==> src/rtl/add_sub_arb_pkg.sv <==
// Shared types and default sizing for the add/sub arbiter slice.
package add_sub_arb_pkg;

  localparam int DEF_WIDTH   = 32;
  localparam int DEF_NUM_REQ = 4;

  typedef enum logic [1:0] {
    IDLE = 2'd0,
    EXEC = 2'd1,
    RESP = 2'd2
  } arb_state_t;

endpackage

==> src/rtl/add_sub_arbiter_adder.sv <==
// Shared signed adder/subtractor: sum = a + (b or ~b) + invert_i_2,
// with signed overflow and zero flags.
module add_sub_arbiter_adder
  import add_sub_arb_pkg::*;
#(
  parameter int WIDTH = DEF_WIDTH
) (
  input  logic [WIDTH-1:0] a,
  input  logic [WIDTH-1:0] b,
  input  logic             invert_i_2,
  output logic [WIDTH-1:0] sum,
  output logic             overflow,
  output logic             zero
);

  logic [WIDTH-1:0] b_eff;

  // Two's-complement subtract folds into the add via inverted b and carry-in.
  always_comb begin
    b_eff    = invert_i_2 ? ~b : b;
    sum      = a + b_eff + {{(WIDTH-1){1'b0}}, invert_i_2};
    overflow = (a[WIDTH-1] == b_eff[WIDTH-1]) && (sum[WIDTH-1] != a[WIDTH-1]);
    zero     = (sum == '0);
  end

endmodule

==> src/rtl/add_sub_arbiter.sv <==
// Round-robin arbiter in front of one shared add/sub unit.
//
// state | meaning
// IDLE  | waiting for a request; grants one requester combinationally
// EXEC  | registered operands flow through the shared adder
// RESP  | result held on rsp_* until rsp_ready is seen
module add_sub_arbiter
  import add_sub_arb_pkg::*;
#(
  parameter  int WIDTH   = DEF_WIDTH,
  parameter  int NUM_REQ = DEF_NUM_REQ,
  localparam int ID_W    = $clog2(NUM_REQ)
) (
  input  logic                     clk,
  input  logic                     rst,
  input  logic [NUM_REQ-1:0]       req_valid,
  output logic [NUM_REQ-1:0]       req_ready,
  input  logic [NUM_REQ*WIDTH-1:0] req_a,
  input  logic [NUM_REQ*WIDTH-1:0] req_b,
  input  logic [NUM_REQ-1:0]       req_sub,
  output logic                     rsp_valid,
  input  logic                     rsp_ready,
  output logic [ID_W-1:0]          rsp_id,
  output logic [WIDTH-1:0]         rsp_o,
  output logic                     rsp_overflow,
  output logic                     rsp_zero
);

  arb_state_t       state, state_nxt;
  logic [ID_W-1:0]  last_grant;
  logic [ID_W-1:0]  grant_idx;
  logic             grant_found;
  logic             handshake;
  logic [WIDTH-1:0] op_a, op_b;
  logic             op_sub;
  logic [ID_W-1:0]  op_id;
  logic [WIDTH-1:0] add_sum;
  logic             add_ovf, add_zero;

  // Round-robin pick: first valid requester after the last one served.
  always_comb begin
    grant_found = 1'b0;
    grant_idx   = '0;
    for (int i = 1; i <= NUM_REQ; i++) begin
      if (!grant_found && req_valid[(int'(last_grant) + i) % NUM_REQ]) begin
        grant_found = 1'b1;
        grant_idx   = ID_W'((int'(last_grant) + i) % NUM_REQ);
      end
    end
  end

  // Next-state and grant decode; grants are suppressed while rst is high.
  always_comb begin
    state_nxt = state;
    req_ready = '0;
    unique case (state)
      IDLE: begin
        if (grant_found && !rst) begin
          req_ready = NUM_REQ'(1) << grant_idx;
          state_nxt = EXEC;
        end
      end
      EXEC:    state_nxt = RESP;
      RESP:    if (rsp_ready) state_nxt = IDLE;
      default: state_nxt = IDLE;
    endcase
  end

  assign handshake = |(req_valid & req_ready);
  assign rsp_valid = (state == RESP);

  add_sub_arbiter_adder #(
    .WIDTH(WIDTH)
  ) u_adder (
    .a          (op_a),
    .b          (op_b),
    .invert_i_2 (op_sub),
    .sum        (add_sum),
    .overflow   (add_ovf),
    .zero       (add_zero)
  );

  // State, operand capture on grant, and result capture at the end of EXEC.
  always_ff @(posedge clk) begin
    if (rst) begin
      state        <= IDLE;
      last_grant   <= ID_W'(NUM_REQ - 1);
      op_a         <= '0;
      op_b         <= '0;
      op_sub       <= 1'b0;
      op_id        <= '0;
      rsp_o        <= '0;
      rsp_id       <= '0;
      rsp_overflow <= 1'b0;
      rsp_zero     <= 1'b0;
    end else begin
      state <= state_nxt;
      if (handshake) begin
        last_grant <= grant_idx;
        op_id      <= grant_idx;
        op_a       <= req_a[int'(grant_idx)*WIDTH +: WIDTH];
        op_b       <= req_b[int'(grant_idx)*WIDTH +: WIDTH];
        op_sub     <= req_sub[grant_idx];
      end
      if (state == EXEC) begin
        rsp_o        <= add_sum;
        rsp_id       <= op_id;
        rsp_overflow <= add_ovf;
        rsp_zero     <= add_zero;
      end
    end
  end

endmodule

==> config.mk <==
export PLATFORM = sky130hd
export DESIGN_NAME = add_sub_arbiter
export DESIGN_NICKNAME = d
export VERILOG_FILES = /design/src/rtl/add_sub_arb_pkg.sv /design/src/rtl/add_sub_arbiter_adder.sv /design/src/rtl/add_sub_arbiter.sv
export SDC_FILE = /design/constraint.sdc
export NUM_CORES = 1
export LEC_CHECK = 0
export ABC_AREA = 1
export BUFFER_PORTS_ARGS = -buffer_cell sky130_fd_sc_hd__buf_2
export CAP_MARGIN = 20
export CORE_MARGIN = 1
export CORE_UTILIZATION = 25
export DETAILED_ROUTE_END_ITERATION = 6
export RECOVER_POWER = 100
export SETUP_SLACK_MARGIN = 0.1
export SLEW_MARGIN = 0
export SYNTH_ARGS = -nofsm -noshare
export SYNTH_HDL_FRONTEND = slang
export SYNTH_HIERARCHICAL = 1
export SYNTH_SLANG_ARGS = --single-unit
export TNS_END_PERCENT = 1
==> constraint.sdc <==
create_clock -name clk -period 2.5 [get_ports clk]
set_input_delay 0.25 -clock clk [delete_from_list [all_inputs] [get_ports clk]]
set_output_delay 0.25 -clock clk [all_outputs]
set_load 0.01 [all_outputs]
Word level (Yosys, flattened, before mapping)

Cells that the tools add are included.
W data, S select, Z words.

Logic and storage cells: 81
Bits in registers: 107
Output and inout port bits: 41
Input port bits: 267

Equal/unequal tests: 6
Shift operators: 3
Bitwise operators: 6
Reductions and logical operators: 17
Add/sub/neg operators: 6
Mux-type cells: 28
Magnitude comparators: 5

Operators with widths:

| operator              | number |
|---|---|
| $shiftx A128 B8 Y32   | 2 |
| $add A32 B1 Y32       | 1 |
| $add A32 B32 Y32      | 1 |
| $logic_not A32 Y1     | 1 |
| $mux W32              | 1 |
| $not A32 Y32          | 1 |
| $lt A3 B4 Y1 const B  | 4 |
| $mux W1               | 13 |
| $mux W2               | 6 |
| $bmux W1 S2           | 5 |
| $mux W4               | 2 |
| $reduce_or A2 Y1      | 4 |
| $pmux W2 S3           | 1 |
| $logic_and A1 B1 Y1   | 5 |
| $add A2 B1 Y2 const B | 2 |
| $add A2 B2 Y2 const B | 2 |
| $and A1 B1 Y1 const A | 4 |
| $and A4 B4 Y4         | 1 |
| $logic_not A1 Y1      | 4 |
| $reduce_or A4 Y1      | 1 |
| $shl A1 B2 Y4 const A | 1 |
| $lt A2 B3 Y1 const B  | 1 |
| $eq A2 B1 Y1 const B  | 1 |
| $eq A2 B2 Y1 const B  | 1 |
| other kinds (6)       | 6 |

Logic depth before layout (Yosys ltp)

Gate-level depths: netlist (run 1).

Depth after elaboration: 21
Mapped depth: 22
Depth with buffers taken out: 22

Hierarchy

Netlist (run 1), hierarchy kept.

By module, submodules not included:

| module                | seq. area each (sq um) | cells each | instances | area an instance (sq um) |
|---|---|---|---|---|
| add_sub_arbiter       | 2142.1                 | 1204       | 1         | 6617.6 |
| add_sub_arbiter_adder | 0.0                    | 584        | 1         | 2924.1 |

Worst setup path after synthesis (run 1)

Ideal clock, no wire load.

Path kind: flip-flop to flip-flop
From: register op_sub
To: register rsp_zero
Setup time: 0.064 ns
Data arrival time: 2.363 ns
Setup slack: 0.073 ns
Clock period less this slack: 2.427 ns
Path buffers: 2
Stages on the path, launching flop included: 20
Required time: 2.436 ns
Cells stage by stage: dfxtp_1 > buf_2 > buf_2 > xor2_1 > ha_1 > nand2_1 > inv_1 > nand2_1 > inv_1 > a21oi_1 > nor2_1 > nor2_1 > nand3_1 > nand2_2 > nand2_1 > nor2_1 > nand2_1 > nor2_1 > o21ai_0 > nor2_1

Word-level cells in the longest chain between the ends: 4

Ends and longest elaborated chain:

| element                | line                        | RTL |
|---|---|---|
| from (decl)            | add_sub_arbiter.sv:35       | `logic op_sub;` |
| from (signal assigned) | add_sub_arbiter.sv:103      | `op_sub <= req_sub[grant_idx];` |
| $mux W32               | add_sub_arbiter_adder.sv:20 | `b_eff = invert_i_2 ? ~b : b;` |
| $add A32 B32 Y32       | add_sub_arbiter_adder.sv:21 | `sum = a + b_eff + {{(WIDTH-1){1'b0}}, invert_i_2};` |
| $add A32 B1 Y32 (*)    | add_sub_arbiter_adder.sv:21 |  |
| $logic_not A32 Y1 (*)  | add_sub_arbiter_adder.sv:23 | `zero = (sum == '0);` |
| net add_zero           | add_sub_arbiter.sv:38       | `logic add_ovf, add_zero;` |
| to (signal assigned)   | add_sub_arbiter.sv:109      | `rsp_zero <= add_zero;` |
| to (decl)              | add_sub_arbiter.sv:26       | `output logic rsp_zero` |

Mark *: on every way through the listed nets, which the timed path passes. The rest lies on a longest branch.
A chain may end at the register's enable or synchronous reset.

Final worst setup path (run 1)

From: register op_sub
To: register rsp_zero

Word-level cells in the longest chain between the ends: 4

Ends and longest elaborated chain:

| element               | line                        | RTL |
|---|---|---|
| $mux W32              | add_sub_arbiter_adder.sv:20 |  |
| $add A32 B32 Y32      | add_sub_arbiter_adder.sv:21 |  |
| $add A32 B1 Y32 (*)   | add_sub_arbiter_adder.sv:21 |  |
| net add_sum[31]       | add_sub_arbiter.sv:37       | `logic [WIDTH-1:0] add_sum;` |
| $logic_not A32 Y1 (*) | add_sub_arbiter_adder.sv:23 |  |
| net add_zero          | add_sub_arbiter.sv:38       |  |

Marked as above.

==> impl_metrics.env, run 1 <==
export IMPL_status="finished with violations"
export IMPL_failed_checks="negative setup slack"
export IMPL_total_switching_power_mw=12.2
export IMPL_r2r_worst_path_cells=19
export IMPL_p_int_mw=11.0
export IMPL_drc_errors=0
export IMPL_number_of_synthesized_flops_with_an_enable_pin=0
export IMPL_p_leak_nw=7.70
export IMPL_worst_case_vdd_ir_drop_v=0.000720
export IMPL_place_port_buffers=307
export IMPL_fin_crit_period_ps=2630
export IMPL_synthXorXnorAreaFrac_pct=3.03
export IMPL_synth_cell_types=39
export IMPL_synth_compound_area_share_pct=4.97
export IMPL_path_max_fanout=9
export IMPL_ys_async_sr_fraction_pct=0
export IMPL_combPwrFrac_pct=80.8
export IMPL_ys_seq_elements=107
export IMPL_drt_first_iter_violations=560
export IMPL_die_area_mm2=0.0390
export IMPL_avgSynthCellArea_um2=5.34
export IMPL_power_share_clock_pct=6.2
export IMPL_worst_slew_pin_slew_ps=685
export IMPL_synth_sequential_area_ratio_pct=22.4
export IMPL_number_of_h_tree_branching_levels=3
export IMPL_synthesized_netlist_cell_count=1788
export IMPL_groute_layer_met2_usage_pct=29.4
export IMPL_drtAntennaViolNets=0
export IMPL_diodes=0
export IMPL_yosysWarnings=6
export IMPL_clock_tree_root_cell="sky130_fd_sc_hd__clkbuf_16"
export IMPL_maxClockFrequency_mhz=380
export IMPL_globalRouteOverflowTotal=0
export IMPL_switching_share_pct=52.6
export IMPL_clk_pin_slew_ps=80
export IMPL_worst_setup_path_type="reg -> reg"
export IMPL_cts_buffers=9
export IMPL_global_route_wire_length_before_repair_mm=56.4
export IMPL_use_met1_pct=25.6
export IMPL_die_w_um=197
export IMPL_clock_latency_ps=370
export IMPL_finalSetupViolations=14
export IMPL_slew_violations=0
export IMPL_grt_setup_unrepaired="true"
export IMPL_cp_end_kind="flip-flop"
export IMPL_cts_hold_buf=0
export IMPL_cp_arrival_ps=2890
export IMPL_simple_gate_share_of_the_synthesized_area_pct=53.3
export IMPL_drt_vias_per_instance=4.33
export IMPL_place_area_mm2=0.0125
export IMPL_mappedNetlistNets=2089
export IMPL_filler_cell_count=4174
export IMPL_synth_top_flop_cell="sky130_fd_sc_hd__dfxtp_1"
export IMPL_fin_worst_skew_ps=16.8
export IMPL_regToRegEndpoint="rsp_zero"
export IMPL_routed_via_count=11659
export IMPL_area_sequential_mm2=0.00215
export IMPL_hold_viol_final=0
export IMPL_final_design_area_no_fill_mm2=0.0134
export IMPL_multiInputGateArea_mm2=0.00672
export IMPL_syn_area_mm2=0.00954
export IMPL_finalCritPeriodShare_pct=105
export IMPL_area_growth_syn_to_layout_pct=40.7
export IMPL_timing_final_ws_setup_ps=-132
export IMPL_detail_route_first_pass_iterations=5
export IMPL_startpoint_of_the_most_critical_setup_path="op_sub"
export IMPL_grt_pass1_vias=10768
export IMPL_layout_drive_gt1_share_pct=26.3
export IMPL_seq_power_share_pct=13.0
export IMPL_max_cap_violations=0
export IMPL_cp_required_ps=2760
export IMPL_cts_tree="yes"
export IMPL_clkSinkCount=107
export IMPL_worst_hold_path_type="in -> reg"
export IMPL_synth_fa_ha_area_share_pct=4.54
export IMPL_grt_max_degree=68
export IMPL_tns_ps=-661
export IMPL_dp_hpwl_mm=28.6
export IMPL_met3_track_utilization_from_global_routing_pct=2.17
export IMPL_fp_dieH_um=197
export IMPL_per_cell_routed_wire_length_um=13.3
export IMPL_synth_mux_area_share_pct=0
export IMPL_regToRegSetupSlack_ps=-130
export IMPL_slew_headroom_pct=54.4
export IMPL_grt_total_usage_pct=18.3
export IMPL_power_per_unit_of_standard_cell_area_mw_per_mm2=1730
export IMPL_rr_startpoint="op_sub"
export IMPL_hold_path_depth=4
export IMPL_grt_most_used_layer="met2"
export IMPL_min_delay_worst_endpoint="state[1]"
export IMPL_pin_count=308
export IMPL_totalWireLength_mm=35.8
export IMPL_fp_coreArea_mm2=0.0376
export IMPL_gpl_final_weighted_congestion=0.938
export IMPL_row_count=71
export IMPL_synth_top_family_by_area="simple AND/OR/NAND/NOR gates"
export IMPL_timing_critical_path_from_type="flip-flop"
export IMPL_starting_density_pct=25.4
export IMPL_cts_max_path_buffers=2
export IMPL_num_nets_final=2478
export IMPL_min_delay_start="rsp_ready"
export IMPL_antenna_found_initial=1
## power groups by stage
stage	clock (mW)	sequential [mW]	combinational, mW
2_1_floorplan	0	2.92	10.4
3_3_place_gp	0	2.99	16.8
3_5_place_dp	0	3.01	16.9
4_1_cts	1.51	2.99	18.3
5_1_grt	1.58	3.11	21.0
6_report	1.44	3.00	18.7
## layout make-up
| cell class | count | area share [%] |
|---|---|---|
| Multi-Input combinational cell | 1410 | 50.1 |
| Timing Repair Buffer | 458 | 21.5 |
| Sequential cell | 107 | 16.0 |
| Inverter | 191 | 5.44 |
| Tap cell | 511 | 4.76 |
| Clock buffer | 10 | 1.71 |
| Clock inverter | 6 | 0.503 |
## state kept, by name (all words and copies together) (netlist names)
register and count:
op_sub 1, rsp_id 2, rsp_o 32, last_grant 2
rsp_overflow 1, op_id 2, op_b 32, rsp_zero 1
op_a 32, state 2
## critical path, cell delays in order, from the launching register on
cell                      delay (ps)
sky130_fd_sc_hd__dfxtp_4         380
sky130_fd_sc_hd__buf_12          150
sky130_fd_sc_hd__buf_4           160
sky130_fd_sc_hd__xor2_1          160
sky130_fd_sc_hd__ha_1            350
sky130_fd_sc_hd__nand2_1         110
sky130_fd_sc_hd__nor2_2          150
sky130_fd_sc_hd__inv_1            90
sky130_fd_sc_hd__o21ai_2         160
sky130_fd_sc_hd__inv_1            80
sky130_fd_sc_hd__nand2_2          80
sky130_fd_sc_hd__nand2_2          70
sky130_fd_sc_hd__nand2_1          70
sky130_fd_sc_hd__nand2_1          60
sky130_fd_sc_hd__nand2_2         100
sky130_fd_sc_hd__nor2_2           50
sky130_fd_sc_hd__nand3_1          70
sky130_fd_sc_hd__nor2_1           40
sky130_fd_sc_hd__o21ai_0         150
sky130_fd_sc_hd__nor2_1           50
## worst max-delay path by stage
stage                              end  slack, ps  cells after the start
after floorplan               rsp_zero        110                     19
after global placement        rsp_zero       -210                     19
after detailed placement  rsp_overflow       -220                     17
after CTS                     rsp_zero       -150                     22
after global routing          rsp_zero       -390                     17
final                         rsp_zero       -130                     19
## placed cells by master, fill, tap and decap left out, types with 3 or more instances in the layout
cell type / Yosys / routed
sky130_fd_sc_hd__o21ai_0: 48 / 45
sky130_fd_sc_hd__inv_2: 8 / 8
sky130_fd_sc_hd__nand3b_1: 14 / 14
sky130_fd_sc_hd__o21ai_1: 3 / 4
sky130_fd_sc_hd__o211ai_1: 3 / 3
sky130_fd_sc_hd__nor3_1: 12 / 4
sky130_fd_sc_hd__nand3_1: 100 / 93
sky130_fd_sc_hd__buf_6: 4 / 3
sky130_fd_sc_hd__a21oi_2: 2 / 19
sky130_fd_sc_hd__ha_1: 33 / 20
sky130_fd_sc_hd__nor2_4: 1 / 4
sky130_fd_sc_hd__a21oi_1: 30 / 13
sky130_fd_sc_hd__nand3_2: 3 / 10
sky130_fd_sc_hd__buf_4: 8 / 131
sky130_fd_sc_hd__buf_12: 0 / 9
sky130_fd_sc_hd__nand2_1: 816 / 789
sky130_fd_sc_hd__nand2_2: 15 / 38
sky130_fd_sc_hd__ha_4: 0 / 7
sky130_fd_sc_hd__inv_6: 0 / 4
sky130_fd_sc_hd__bufbuf_16: 0 / 3
sky130_fd_sc_hd__clkbuf_1: 30 / 39
sky130_fd_sc_hd__inv_1: 181 / 179
sky130_fd_sc_hd__clkbuf_16: 0 / 10
sky130_fd_sc_hd__dfxtp_1: 107 / 104
sky130_fd_sc_hd__nand2_4: 1 / 5
sky130_fd_sc_hd__nor2_1: 254 / 242
sky130_fd_sc_hd__nor3_2: 1 / 9
sky130_fd_sc_hd__ha_2: 0 / 6
sky130_fd_sc_hd__nor2_2: 6 / 15
sky130_fd_sc_hd__xor2_1: 30 / 28
sky130_fd_sc_hd__buf_2: 34 / 270
sky130_fd_sc_hd__nand4_1: 24 / 24
## kinds of logic after synthesis
kind of cell    after synthesis
buf+inv                     271
flops                       107
simple gates               1253
fa+ha+maj                    34
xor+xnor                     33
compound gates               90
## repair_timing
item	CTS	global route
buffers inserted	6	2
pin swaps	15	11
resized for setup	58	66
endpoints found under the setup margin	67	79
cloned	4	1
## metal layers
metal,routed length (µm),up-vias
met4,713,2
met5,13,-
met1,17800,5076
li1,-,6233
met3,1360,39
met2,15900,309
## Yosys cell counts (all sizes together) (2+ instances only)
| cell type | instances | area share (%) |
|---|---|---|
| a21oi | 32 | 1.8 |
| buf | 50 | 3.0 |
| clkbuf | 30 | 1.2 |
| dfxtp | 107 | 22 |
| ha | 33 | 4.3 |
| inv | 190 | 7.5 |
| nand2 | 832 | 33 |
| nand3 | 104 | 5.7 |
| nand3b | 14 | 1.1 |
| nand4 | 25 | 1.7 |
| nor2 | 261 | 11 |
| nor3 | 13 | 0.73 |
| nor4 | 2 | 0.13 |
| o211ai | 3 | 0.24 |
| o21ai | 51 | 2.7 |
| o21bai | 2 | 0.16 |
| xnor2 | 3 | 0.28 |
| xor2 | 30 | 2.8 |
## through the flow
step	setup WS, ps	utilization [%]	power, mW	cells	hold WS [ps]
after global placement	-214	33.2	19.8	2663	462
final	-132	35.7	23.2	2693	158
after floorplan	105	-	13.4	1788	417
after global routing	-390	35.7	25.7	2693	166
after CTS	-149	35.1	22.8	2689	144
after detailed placement	-217	33.2	19.9	2663	466
Power figures use the tool's default switching activity.
==> inputs of run 2 (changes only) <==
Settings changed: CORE_MARGIN 1 to 5.
Clock period 2.5 ns to 3.36 ns, I/O delays scaled along.
==> impl_metrics.env, run 2 (synthesis gave the netlist of run 1 again) <==
export IMPL_die_w_um=205
export IMPL_timing_final_ws_setup_ps=251
export IMPL_fp_coreArea_mm2=0.0377
export IMPL_p_leak_nw=6.93
export IMPL_die_area_mm2=0.0422
export IMPL_area_growth_syn_to_layout_pct=23.6
export IMPL_reg_largest_list="op_a: 32 flops, op_b: 32 flops, rsp_o: 32 flops"
export IMPL_grt_pass1_vias=10682
export IMPL_diodes=0
export IMPL_worst_case_vdd_ir_drop_v=0.000520
export IMPL_grt_max_degree=114
export IMPL_p_int_mw=5.78
export IMPL_dp_hpwl_mm=29.5
export IMPL_cts_hold_buf=0
export IMPL_finalSetupViolations=0
export IMPL_totalWireLength_mm=35.2
export IMPL_globalRouteOverflowTotal=0
export IMPL_drt_first_iter_violations=491
export IMPL_slew_headroom_pct=13.1
export IMPL_seq_power_share_pct=16.3
export IMPL_clock_latency_ps=360
export IMPL_cp_arrival_ps=2770
export IMPL_place_area_mm2=0.0115
export IMPL_cts_buffers=9
export IMPL_power_per_unit_of_standard_cell_area_mw_per_mm2=1170
export IMPL_cp_required_ps=3020
export IMPL_slew_violations=0
export IMPL_number_of_h_tree_branching_levels=3
export IMPL_layout_drive_gt1_share_pct=16.3
export IMPL_drc_errors=0
export IMPL_leading_cell_types_in_the_layout_fill_and_taps_excluded="sky130_fd_sc_hd__nand2_1 (819), sky130_fd_sc_hd__buf_2 (268), sky130_fd_sc_hd__nor2_1 (255), sky130_fd_sc_hd__inv_1 (181), sky130_fd_sc_hd__dfxtp_1 (106)"
export IMPL_grt_total_usage_pct=16.2
export IMPL_cp_end_kind="output port"
export IMPL_gpl_final_weighted_congestion=0.885
export IMPL_pre_cts_slack_ps=293
export IMPL_fin_crit_period_ps=3110
export IMPL_routed_via_count=11089
export IMPL_detail_route_first_pass_iterations=5
export IMPL_cts_max_path_buffers=2
export IMPL_filler_cell_count=4392
export IMPL_maxClockFrequency_mhz=322
export IMPL_grt_setup_unrepaired="true"
export IMPL_worst_setup_path_type="reg -> out"
export IMPL_fp_dieH_um=205
export IMPL_path_max_fanout=20
export IMPL_tns_ps=0
export IMPL_row_count=71
export IMPL_clkSinkCount=107
export IMPL_finalCritPeriodShare_pct=92.5
export IMPL_per_cell_routed_wire_length_um=13.7
export IMPL_power_share_clock_pct=8.7
export IMPL_clk_pin_slew_ps=70
export IMPL_cts_tree="yes"
export IMPL_clock_tree_root_cell="sky130_fd_sc_hd__clkbuf_16"
export IMPL_status="complete, no violations"
export IMPL_switching_share_pct=57.9
export IMPL_fin_worst_skew_ps=15.3
export IMPL_total_switching_power_mw=7.96
export IMPL_worst_hold_path_type="in -> reg"
export IMPL_antenna_found_initial=1
export IMPL_drtAntennaViolNets=0
export IMPL_worst_slew_pin_slew_ps=1300
export IMPL_place_port_buffers=307
export IMPL_num_nets_final=2346
export IMPL_pin_count=308
export IMPL_final_common_cell="sky130_fd_sc_hd__nand2_1"
export IMPL_hold_viol_final=0
export IMPL_starting_density_pct=25.3
export IMPL_combPwrFrac_pct=75.0
export IMPL_global_route_wire_length_before_repair_mm=55.0
export IMPL_final_design_area_no_fill_mm2=0.0118
export IMPL_max_cap_violations=0
export IMPL_timing_critical_path_from_type="flip-flop"
export IMPL_drt_vias_per_instance=4.33
run 2: final timing paths:
| path | depth (start not counted) | to | slack [ps] | start |
|---|---|---|---|---|
| worst max-delay path | 11 | req_ready[0] | 250 | last_grant[0] |
| worst min-delay path | 4 | state[1] | 250 | rsp_ready |
| worst min register to register | 2 | op_id[0] | 470 | op_id[0] |
| worst max register to register | 18 | rsp_zero | 350 | op_sub |
run 2: timing repair:
| item | in CTS | in global routing |
|---|---|---|
| setup endpoints to repair | 2 | 3 |
| buffers inserted | 0 | 0 |
| gates resized for setup | 1 | 1 |
run 2: worst max-delay path, stage by stage (launching register included):
cell                       delay (ps)
sky130_fd_sc_hd__dfxtp_1          530
sky130_fd_sc_hd__inv_4            110
sky130_fd_sc_hd__nand2_1           70
sky130_fd_sc_hd__nand2_1          100
sky130_fd_sc_hd__nand2_2          140
sky130_fd_sc_hd__nand2_4           70
sky130_fd_sc_hd__nor2_4           140
sky130_fd_sc_hd__nand3_2          290
sky130_fd_sc_hd__nand3_4          270
sky130_fd_sc_hd__clkbuf_2         390
sky130_fd_sc_hd__nor3_1           120
sky130_fd_sc_hd__buf_2            170
run 2: layout make-up:
type                       instances  area (µm²)  area share (%)
inverter                         191         727            6.17
multi-input combinational       1410        6270            53.2
clock buffer                      11         243            2.06
sequential                       107        2150            18.2
timing repair buffer             326        1680            14.3
tap                              511         639            5.42
clock inverter                     5        83.8           0.711
run 2: layer usage:
| layer | track usage, % | part of all wire (%) | vias up |
|---|---|---|---|
| met1 | 23.6 | 51 | 4788 |
| met3 | 1.81 | 3.9 | 44 |
| li1 | - | - | 5964 |
| met2 | 25.6 | 43 | 293 |
| met5 | 0 | 0 | - |
| met4 | 3.78 | 1.8 | 0 |
run 2: power by group through the flow:
| stage | clock (mW) | combinational [mW] | sequential, mW |
|---|---|---|---|
| after global routing | 1.29 | 11.9 | 2.32 |
| after CTS | 1.24 | 10.5 | 2.25 |
| after floorplan | 0 | 7.76 | 2.17 |
| after global placement | 0 | 10.4 | 2.27 |
| final | 1.19 | 10.3 | 2.24 |
| after detailed placement | 0 | 10.5 | 2.28 |
run 2: through the flow:
step           util, %  power (mW)  instances  hold slack (ps)
6_report          31.3        13.7       2561              247
5_1_grt           31.3        15.5       2561              262
4_1_cts           31.5        14.0       2560              238
3_5_place_dp      30.6        12.8       2544              456
3_3_place_gp      30.6        12.7       2544              459
2_1_floorplan        -        9.93       1788              442
